===== src/rtl/toy_pack.sv =====
// Shared types and defaults for the toy board-level support blocks.
package toy_pack;

    typedef enum logic [1:0] {LED_RUN, LED_PASS, LED_FAIL} led_state_e;

    localparam int unsigned TOHOST_ADDR_DEF = 'h0;

endpackage


===== src/rtl/toy_tick_gen.sv =====
// Free-running prescaler: counts 0..CNT_MAX, wraps, and flags the terminal count.
module toy_tick_gen #(
    parameter int unsigned CNT_MAX = 10000000
) (
    input  logic clk,
    input  logic rst_n,
    output logic tick_o
);

    localparam int unsigned CW = (CNT_MAX < 1) ? 1 : $clog2(CNT_MAX + 1);

    logic [CW-1:0] cnt_q;

    assign tick_o = (cnt_q == CW'(CNT_MAX));

    always_ff @(posedge clk or negedge rst_n) begin
        if (!rst_n) begin
            cnt_q <= '0;
        end else if (tick_o) begin
            cnt_q <= '0;
        end else begin
            cnt_q <= cnt_q + 1'b1;
        end
    end

endmodule


===== src/rtl/toy_led_status_ctrl.sv =====
// Board-status LEDs: rotating run pattern, solid on pass, blink on fail, driven by tohost snooping.
// Build option TOY_LED_FAIL_CODE_EN: FAIL blinks the low exit-code bits instead of all ones.
//
// state    | meaning
// LED_RUN  | program running, one lit LED rotates left on each tick
// LED_PASS | exit code 0 captured, all LEDs lit (terminal)
// LED_FAIL | non-zero exit code captured, pattern blinks on each tick (terminal)
module toy_led_status_ctrl
    import toy_pack::*;
#(
    parameter int unsigned LED_NUM      = 4,
    parameter int unsigned TICK_CNT_MAX = 10000000,
    parameter int unsigned ADDR_WIDTH   = 32,
    parameter int unsigned DATA_WIDTH   = 32,
    parameter logic [ADDR_WIDTH-1:0] TOHOST_ADDR = ADDR_WIDTH'(TOHOST_ADDR_DEF)
) (
    input  logic                    clk,
    input  logic                    rst_n,
    input  logic                    ext_mem_en,
    input  logic                    ext_mem_wr_en,
    input  logic [ADDR_WIDTH-1:0]   ext_mem_addr,
    input  logic [DATA_WIDTH-1:0]   ext_mem_wr_data,
    input  logic [DATA_WIDTH/8-1:0] ext_mem_wr_be,
    output logic [LED_NUM-1:0]      led_o,
    output logic                    host_done_o,
    output logic                    host_pass_o,
    output logic [DATA_WIDTH-2:0]   host_code_o
);

    led_state_e            state_q, state_nxt;
    logic [LED_NUM-1:0]    led_q, led_nxt;
    logic                  phase_q, phase_nxt;
    logic                  done_q, done_nxt;
    logic                  pass_q, pass_nxt;
    logic [DATA_WIDTH-2:0] code_q, code_nxt;

    logic                  tick;
    logic                  exit_evt;
    logic [DATA_WIDTH-2:0] code_cap;
    logic [LED_NUM-1:0]    fail_cap;
    logic [LED_NUM-1:0]    fail_hold;
    logic                  unused_be;

    toy_tick_gen #(
        .CNT_MAX (TICK_CNT_MAX)
    ) u_tick_gen (
        .clk    (clk),
        .rst_n  (rst_n),
        .tick_o (tick)
    );

    assign unused_be = &ext_mem_wr_be;
    assign code_cap  = ext_mem_wr_data[DATA_WIDTH-1:1];
    assign exit_evt  = ext_mem_en & ext_mem_wr_en & (ext_mem_addr == TOHOST_ADDR)
                     & ext_mem_wr_be[0] & ext_mem_wr_data[0];

`ifdef TOY_LED_FAIL_CODE_EN
    // Zero-pad so narrow codes still fill a wide LED bank.
    logic [LED_NUM+DATA_WIDTH-2:0] code_cap_ext;
    logic [LED_NUM+DATA_WIDTH-2:0] code_hold_ext;
    assign code_cap_ext  = {{LED_NUM{1'b0}}, code_cap};
    assign code_hold_ext = {{LED_NUM{1'b0}}, code_q};
    assign fail_cap      = code_cap_ext[LED_NUM-1:0];
    assign fail_hold     = code_hold_ext[LED_NUM-1:0];
`else
    assign fail_cap  = '1;
    assign fail_hold = '1;
`endif

    always_ff @(posedge clk or negedge rst_n) begin
        if (!rst_n) begin
            state_q <= LED_RUN;
            led_q   <= LED_NUM'(1);
            phase_q <= 1'b0;
            done_q  <= 1'b0;
            pass_q  <= 1'b0;
            code_q  <= '0;
        end else begin
            state_q <= state_nxt;
            led_q   <= led_nxt;
            phase_q <= phase_nxt;
            done_q  <= done_nxt;
            pass_q  <= pass_nxt;
            code_q  <= code_nxt;
        end
    end

    always_comb begin
        state_nxt = state_q;
        led_nxt   = led_q;
        phase_nxt = phase_q;
        done_nxt  = done_q;
        pass_nxt  = pass_q;
        code_nxt  = code_q;
        case (state_q)
            LED_RUN: begin
                // An exit event pre-empts a coincident rotation.
                if (exit_evt) begin
                    code_nxt  = code_cap;
                    done_nxt  = 1'b1;
                    pass_nxt  = (code_cap == '0);
                    phase_nxt = 1'b0;
                    if (code_cap == '0) begin
                        state_nxt = LED_PASS;
                        led_nxt   = '1;
                    end else begin
                        state_nxt = LED_FAIL;
                        led_nxt   = fail_cap;
                    end
                end else if (tick) begin
                    led_nxt = {led_q[LED_NUM-2:0], led_q[LED_NUM-1]};
                end
            end
            LED_PASS: begin
                led_nxt = '1;
            end
            LED_FAIL: begin
                if (tick) begin
                    phase_nxt = ~phase_q;
                    led_nxt   = phase_q ? fail_hold : '0;
                end
            end
            default: begin
                state_nxt = LED_RUN;
                led_nxt   = LED_NUM'(1);
            end
        endcase
    end

    assign led_o       = led_q;
    assign host_done_o = done_q;
    assign host_pass_o = pass_q;
    assign host_code_o = code_q;

endmodule


===== config.mk =====
export PLATFORM = sky130hd
export DESIGN_NAME = toy_led_status_ctrl
export DESIGN_NICKNAME = d
export VERILOG_FILES = /design/src/rtl/toy_pack.sv /design/src/rtl/toy_tick_gen.sv /design/src/rtl/toy_led_status_ctrl.sv
export SDC_FILE = /design/constraint.sdc
export NUM_CORES = 1
export LEC_CHECK = 0
export ABC_AREA = 1
export BUFFER_PORTS_ARGS = -buffer_cell sky130_fd_sc_hd__buf_2
export CORE_MARGIN = 1
export CORE_UTILIZATION = 55
export DETAILED_ROUTE_END_ITERATION = 8
export GPL_TIMING_DRIVEN = 0
export MAX_ROUTING_LAYER = met4
export PLACE_DENSITY_LB_ADDON = 0.12
export REMOVE_ABC_BUFFERS = 1
export SLEW_MARGIN = 20
export SYNTH_ARGS = -nofsm -noshare
export SYNTH_HDL_FRONTEND = slang
export SYNTH_SLANG_ARGS = --single-unit

===== constraint.sdc =====
create_clock -name clk -period 3.2 [get_ports clk]
set_input_delay 0.48 -clock clk [delete_from_list [all_inputs] [get_ports clk]]
set_output_delay 0.48 -clock clk [all_outputs]
set_load 0.02 [all_outputs]

=== Yosys cells after proc, flatten, opt, wreduce, memory -nomap -nowiden ===
Cells that the tools add are included.

* Add/sub/neg operators: 1
* Equality and inequality tests: 6
* Muxes and demuxes: 12
* Bitwise gates (word level): 6
* Reduce and logical (&&, ||, !) cells: 9

{| class="wikitable"
|+ Operator list
! cell !! number
|-
| 32-bit zero test || 1
|-
| 31-bit zero test || 1
|-
| 24-bit by 1-bit adder with 24-bit output (second input constant) || 1
|-
| 24-bit == test (second input constant) || 1
|-
| 24-bit 2-to-1 mux || 1
|-
| 4-bit 2-to-1 mux || 4
|-
| 4-bit case mux with 3 select lines || 1
|-
| 2-bit AND reduction || 3
|-
| 1-bit bitwise AND || 4
|-
| 2-bit 2-to-1 mux || 2
|-
| 2-bit != test (second input constant) || 2
|-
| 2-bit case mux with 2 select lines || 1
|-
| 3-bit != test (second input constant) || 1
|-
| 3-bit AND reduction || 1
|-
| 2-bit by 1-bit == test with 1-bit output (second input constant) || 1
|-
| 2-bit == test (second input constant) || 1
|-
| 2-bit zero test || 1
|-
| 1-bit 2-to-1 mux || 2
|-
| 1-bit NOT || 2
|-
| 1-bit case mux with 2 select lines || 1
|-
| 2-bit nonzero test || 1
|-
| 2-bit OR reduction || 1
|}

* Register bits: 64
* Input port bits: 72
* Output and inout port bits: 37

=== Depth between registers and ports, before layout ===
* Depth after elaboration: 6
* Mapped depth: 11

=== Hierarchy ===
A second synthesis with hierarchy kept.

* Cell total of the unflattened synthesis: 507
* Area, all modules: 3614.7 µm²

{| class="wikitable"
|+ By module, submodules not included
! module !! times used !! cells each !! area an instance (µm²) !! sequential area each (µm²)
|-
| toy_led_status_ctrl || 1 || 283 || 2072.0 || 1002.2
|-
| toy_tick_gen || 1 || 224 || 1542.7 || 600.6
|}

=== Worst setup path before layout ===
Ideal clock, no wire load.

* Kind: in2reg
* From: in ext_mem_addr[19]
* To: reg code_q[12] (netlist: host_code_o[12])
* Setup time: 0.135 ns
* Arrival: 1.344 ns
* Data required time: 3.065 ns
* Slack: 1.721 ns
* Cell stages on the path: 10
* Path through: nor2_1 -> nand2_1 -> nor2_1 -> nand2_1 -> nor2_1 -> nand3_1 -> buf_6 -> buf_6 -> nand2_1 -> o21ai_0

* Longest elaborated chain between the ends: 5

{| class="wikitable"
|+ RTL lines
! item !! RTL line !! RTL
|-
| start, declared || toy_led_status_ctrl.sv:21 || <nowiki>input logic [ADDR_WIDTH-1:0] ext_mem_addr,</nowiki>
|-
| 32-bit zero test || toy_led_status_ctrl.sv:54 || <nowiki>assign exit_evt = ext_mem_en & ext_mem_wr_en & (ext_mem_addr == TOHOST_ADDR)</nowiki>
|-
| 1-bit bitwise AND || toy_led_status_ctrl.sv:54 ||
|-
| 1-bit bitwise AND (2 in a row) || toy_led_status_ctrl.sv:55 || <nowiki>& ext_mem_wr_be[0] & ext_mem_wr_data[0];</nowiki>
|-
| 2-bit AND reduction (no line) || - ||
|-
| end signal, assigned || toy_led_status_ctrl.sv:84 || <nowiki>code_q <= code_nxt;</nowiki>
|-
| end, declared || toy_led_status_ctrl.sv:35 || <nowiki>logic [DATA_WIDTH-2:0] code_q, code_nxt;</nowiki>
|}

No other way between the ends.
A chain may end at the register's enable or synchronous reset.

=== Worst setup path in the final report ===
* From: reg state_q[0]
* To: reg pass_q (netlist: host_pass_o)

* Longest elaborated chain between the ends: 2

{| class="wikitable"
|+ RTL lines
! item !! RTL line !! RTL
|-
| start, declared || toy_led_status_ctrl.sv:30 || <nowiki>led_state_e state_q, state_nxt;</nowiki>
|-
| start signal, assigned || toy_led_status_ctrl.sv:79 || <nowiki>state_q <= state_nxt;</nowiki>
|-
| 2-bit zero test || toy_led_status_ctrl.sv:95 || <nowiki>case (state_q)</nowiki>
|-
| 2-bit AND reduction (no line) || - ||
|-
| end signal, assigned || toy_led_status_ctrl.sv:83 || <nowiki>pass_q <= pass_nxt;</nowiki>
|-
| end, declared || toy_led_status_ctrl.sv:34 || <nowiki>logic pass_q, pass_nxt;</nowiki>
|}

No other way between the ends.

==> results_dict.tcl <==
set metrics [dict create \
    status "finished clean" \
    slew_violations 0 \
    rows 28 \
    synth.largest_area_cell "dfrtp_1" \
    period_needed_ns 2.25 \
    dpl.cell_count 636 \
    cp_max_fo 22 \
    dpl_cell_area_sq_mm 0.00408 \
    grt_pass1_vias 3118 \
    layout-drive-gt1-share 0.245 \
    synth_top_area_frac 0.454 \
    rsz0062_at_grt "false" \
    drt_first_iter_violations 164 \
    die_h_um 81.5 \
    slowest_delay_ns 0.47 \
    cts_num_sinks 64 \
    io_buffers 105 \
    power_mw 1.75 \
    nNetsFinal 650 \
    yosys-top-cells-area "dfrtp_1 (45%), nand2_1 (13%), inv_1 (8.8%), nor2_1 (6.0%), nand3_1 (4.8%)" \
    power_density_mw_per_mm2 405 \
    worst_ep_arrival_time_ns 2.47 \
    synth_seq_cells 64 \
    fin_skew_ns 0.00415 \
    critPathTopFamily "buffers and inverters" \
    numCtsBuffers 9 \
    grt-ovfl-total 0 \
    cts-root-buf "clkbuf_8" \
    stdcell_count 650 \
    path_buf_inv 3 \
    ios 109 \
    critPathRequiredTime_ns 3.43 \
    dp_hpwl_um 5780 \
    die-area_sq_mm 0.00664 \
    first_pass_iters 4 \
    cts_buffer_depth 2 \
    antenna_cells 0 \
    path_class "register to register" \
    syn_avg_cell_area_sq_um 7.52 \
    postCtsResizedCells 0 \
    final_common_cell "nand2_1" \
    syn_area_sq_mm 0.00347 \
    filler_cell_count 488 \
    cp_slowest_cell "nand3_2" \
    hold_path.class "input pin to asynchronous set/reset pin" \
    setup_viol 0 \
    crit_top_cell "inv_1" \
    drt-total-wl_um 7830 \
    worst-slew-pin-transition_ns 0.507 \
    rrSetupSlack_ns 0.95 \
    clock_latency_ns 0.34 \
    vias_per_cell 5.00 \
    cts_setup_buffers 0 \
    fin_util 0.722 \
    drc 0 \
    reg2reg_depth 7 \
    final_cell_mix "nand2_1 (122), buf_2 (104), inv_1 (81)" \
    drtAntennaViolNets 0 \
    grt_first_pass_wirelength_um 13000 \
    clkSlewWorstSetupHoldPaths_ns 0.07 \
    cp-start-kind "register" \
    syn_to_final_growth_pct 24.4 \
    htree_levels 3 \
    coreArea_sq_mm 0.00599 \
    end_kind "register" \
    max_cap_violations 0 \
    finalInstanceArea_sq_mm 0.00432 \
    timing.rr.start "state_q[0]" \
    antenna_found_initial 0 \
    worstPathCellList "inv_1, ha_1, nand3_2, inv_1, o21ai_0, o21ai_0, inv_1" \
    grt_max_degree 38 \
    die_w_um 81.5 \
    yosysSeqAreaShare 0.461 \
    fmax_mhz 445 \
    r2r_end "host_pass_o" \
    p_leak_nw 2.42 \
    syn_inst 462 \
    finalSetupTns_ns 0 \
    initial_core_util 0.580 \
    synth.distinct_cells 31 \
    finalCritPeriodShare 0.703 \
    ir_worst_vdd_mv 0.304 \
    cts_tree "built" \
    relSlewSlack 0.661 \
    gp_congestion 0.845 \
    hold_viol 0 \
    wire_per_inst_um 12.0 \
    vias 3248 \
    postCtsHoldBufs 0 \
    synth_warnings 0 \
    track_usage 0.268 \
]
-- metal layers --
metal / GRT usage / routed length [um]
met5: - / 0
met4: 0.130 / 148
met3: 0.0611 / 397
met2: 0.449 / 3860
met1: 0.303 / 3430
-- per-stage QoR --
stage | hold slack, ns | setup WS, ns
detailed placement | 0.430 | 0.745
CTS | 0.0644 | 0.933
finish | 0.0586 | 0.951
floorplan | 0.184 | 0.393
global route | 0.0725 | 0.757
global placement | 0.450 | -0.503
-- cell families (layout without fill, tap and decap cells) --
logic type / after synthesis / count (layout) / share of synthesized area
flip-flops: 64 / 64 / 0.461
adder cells (fa/ha/maj): 6 / 6 / 0.0216
AND/OR/NAND/NOR: 253 / 253 / 0.325
AO/OA/AOI/OAI: 41 / 41 / 0.0637
buffers and inverters: 90 / 203 / 0.108
XOR/XNOR: 8 / 8 / 0.0202
-- sequential cells by signal, indices dropped and copies added (netlist names) --
register,count
u_tick_gen.cnt_q,24
state_q,2
led_o,4
host_pass_o,1
host_done_o,1
host_code_o,31
phase_q,1
-- area by class of cell --
type | count | area [sq um] | area share
Sequential cell | 64 | 1600 | 0.371
Multi-Input combinational cell | 308 | 1500 | 0.347
Timing Repair Buffer | 107 | 576 | 0.133
Inverter | 82 | 308 | 0.0712
Clock buffer | 11 | 151 | 0.0350
Tap cell | 75 | 93.8 | 0.0217
Clock inverter | 3 | 90.1 | 0.0208
-- worst max-delay path by stage --
stage,from,to,slack (ns),depth (start not counted)
floorplan,ext_mem_addr[19],host_pass_o,0.39,10
CTS,state_q[0],host_pass_o,0.93,7
finish,state_q[0],host_pass_o,0.95,7
global placement,ext_mem_addr[19],host_pass_o,-0.50,11
detailed placement,ext_mem_addr[11],host_pass_o,0.75,11
global route,state_q[1],host_pass_o,0.76,7
-- worst reg2reg max path: cells and delay by family (launching register included) --
| kind | cells | cell delay [ns] |
|---|---|---|
| simple gates | 1 | 0.47 |
| buf+inv | 3 | 0.63 |
| compound gates | 2 | 0.30 |
| fa+ha+maj | 1 | 0.32 |
| flops | 1 | 0.42 |
-- where the power goes --
group	leakage (nW)	switching (mW)	internal, mW	total (mW)
Sequential	0.877	0.00000000173	0.809	0.809
Clock	0.121	0.298	0.552	0.850
Combinational	1.42	0.0480	0.0421	0.0901
-- Yosys cell counts, drive strengths merged --
cell type / instances
nor4: 4
nor2: 60
clkbuf: 2
xor2: 8
buf: 6
o21ai: 34
and2: 1
or2: 3
nand3b: 2
o41ai: 1
inv: 82
a21oi: 5
nand2: 125
nor3: 10
o211a: 1
nand3: 33
nor3b: 1
nand4: 14
ha: 6
dfstp: 1
dfrtp: 63
(Power assumes the default switching activity.)
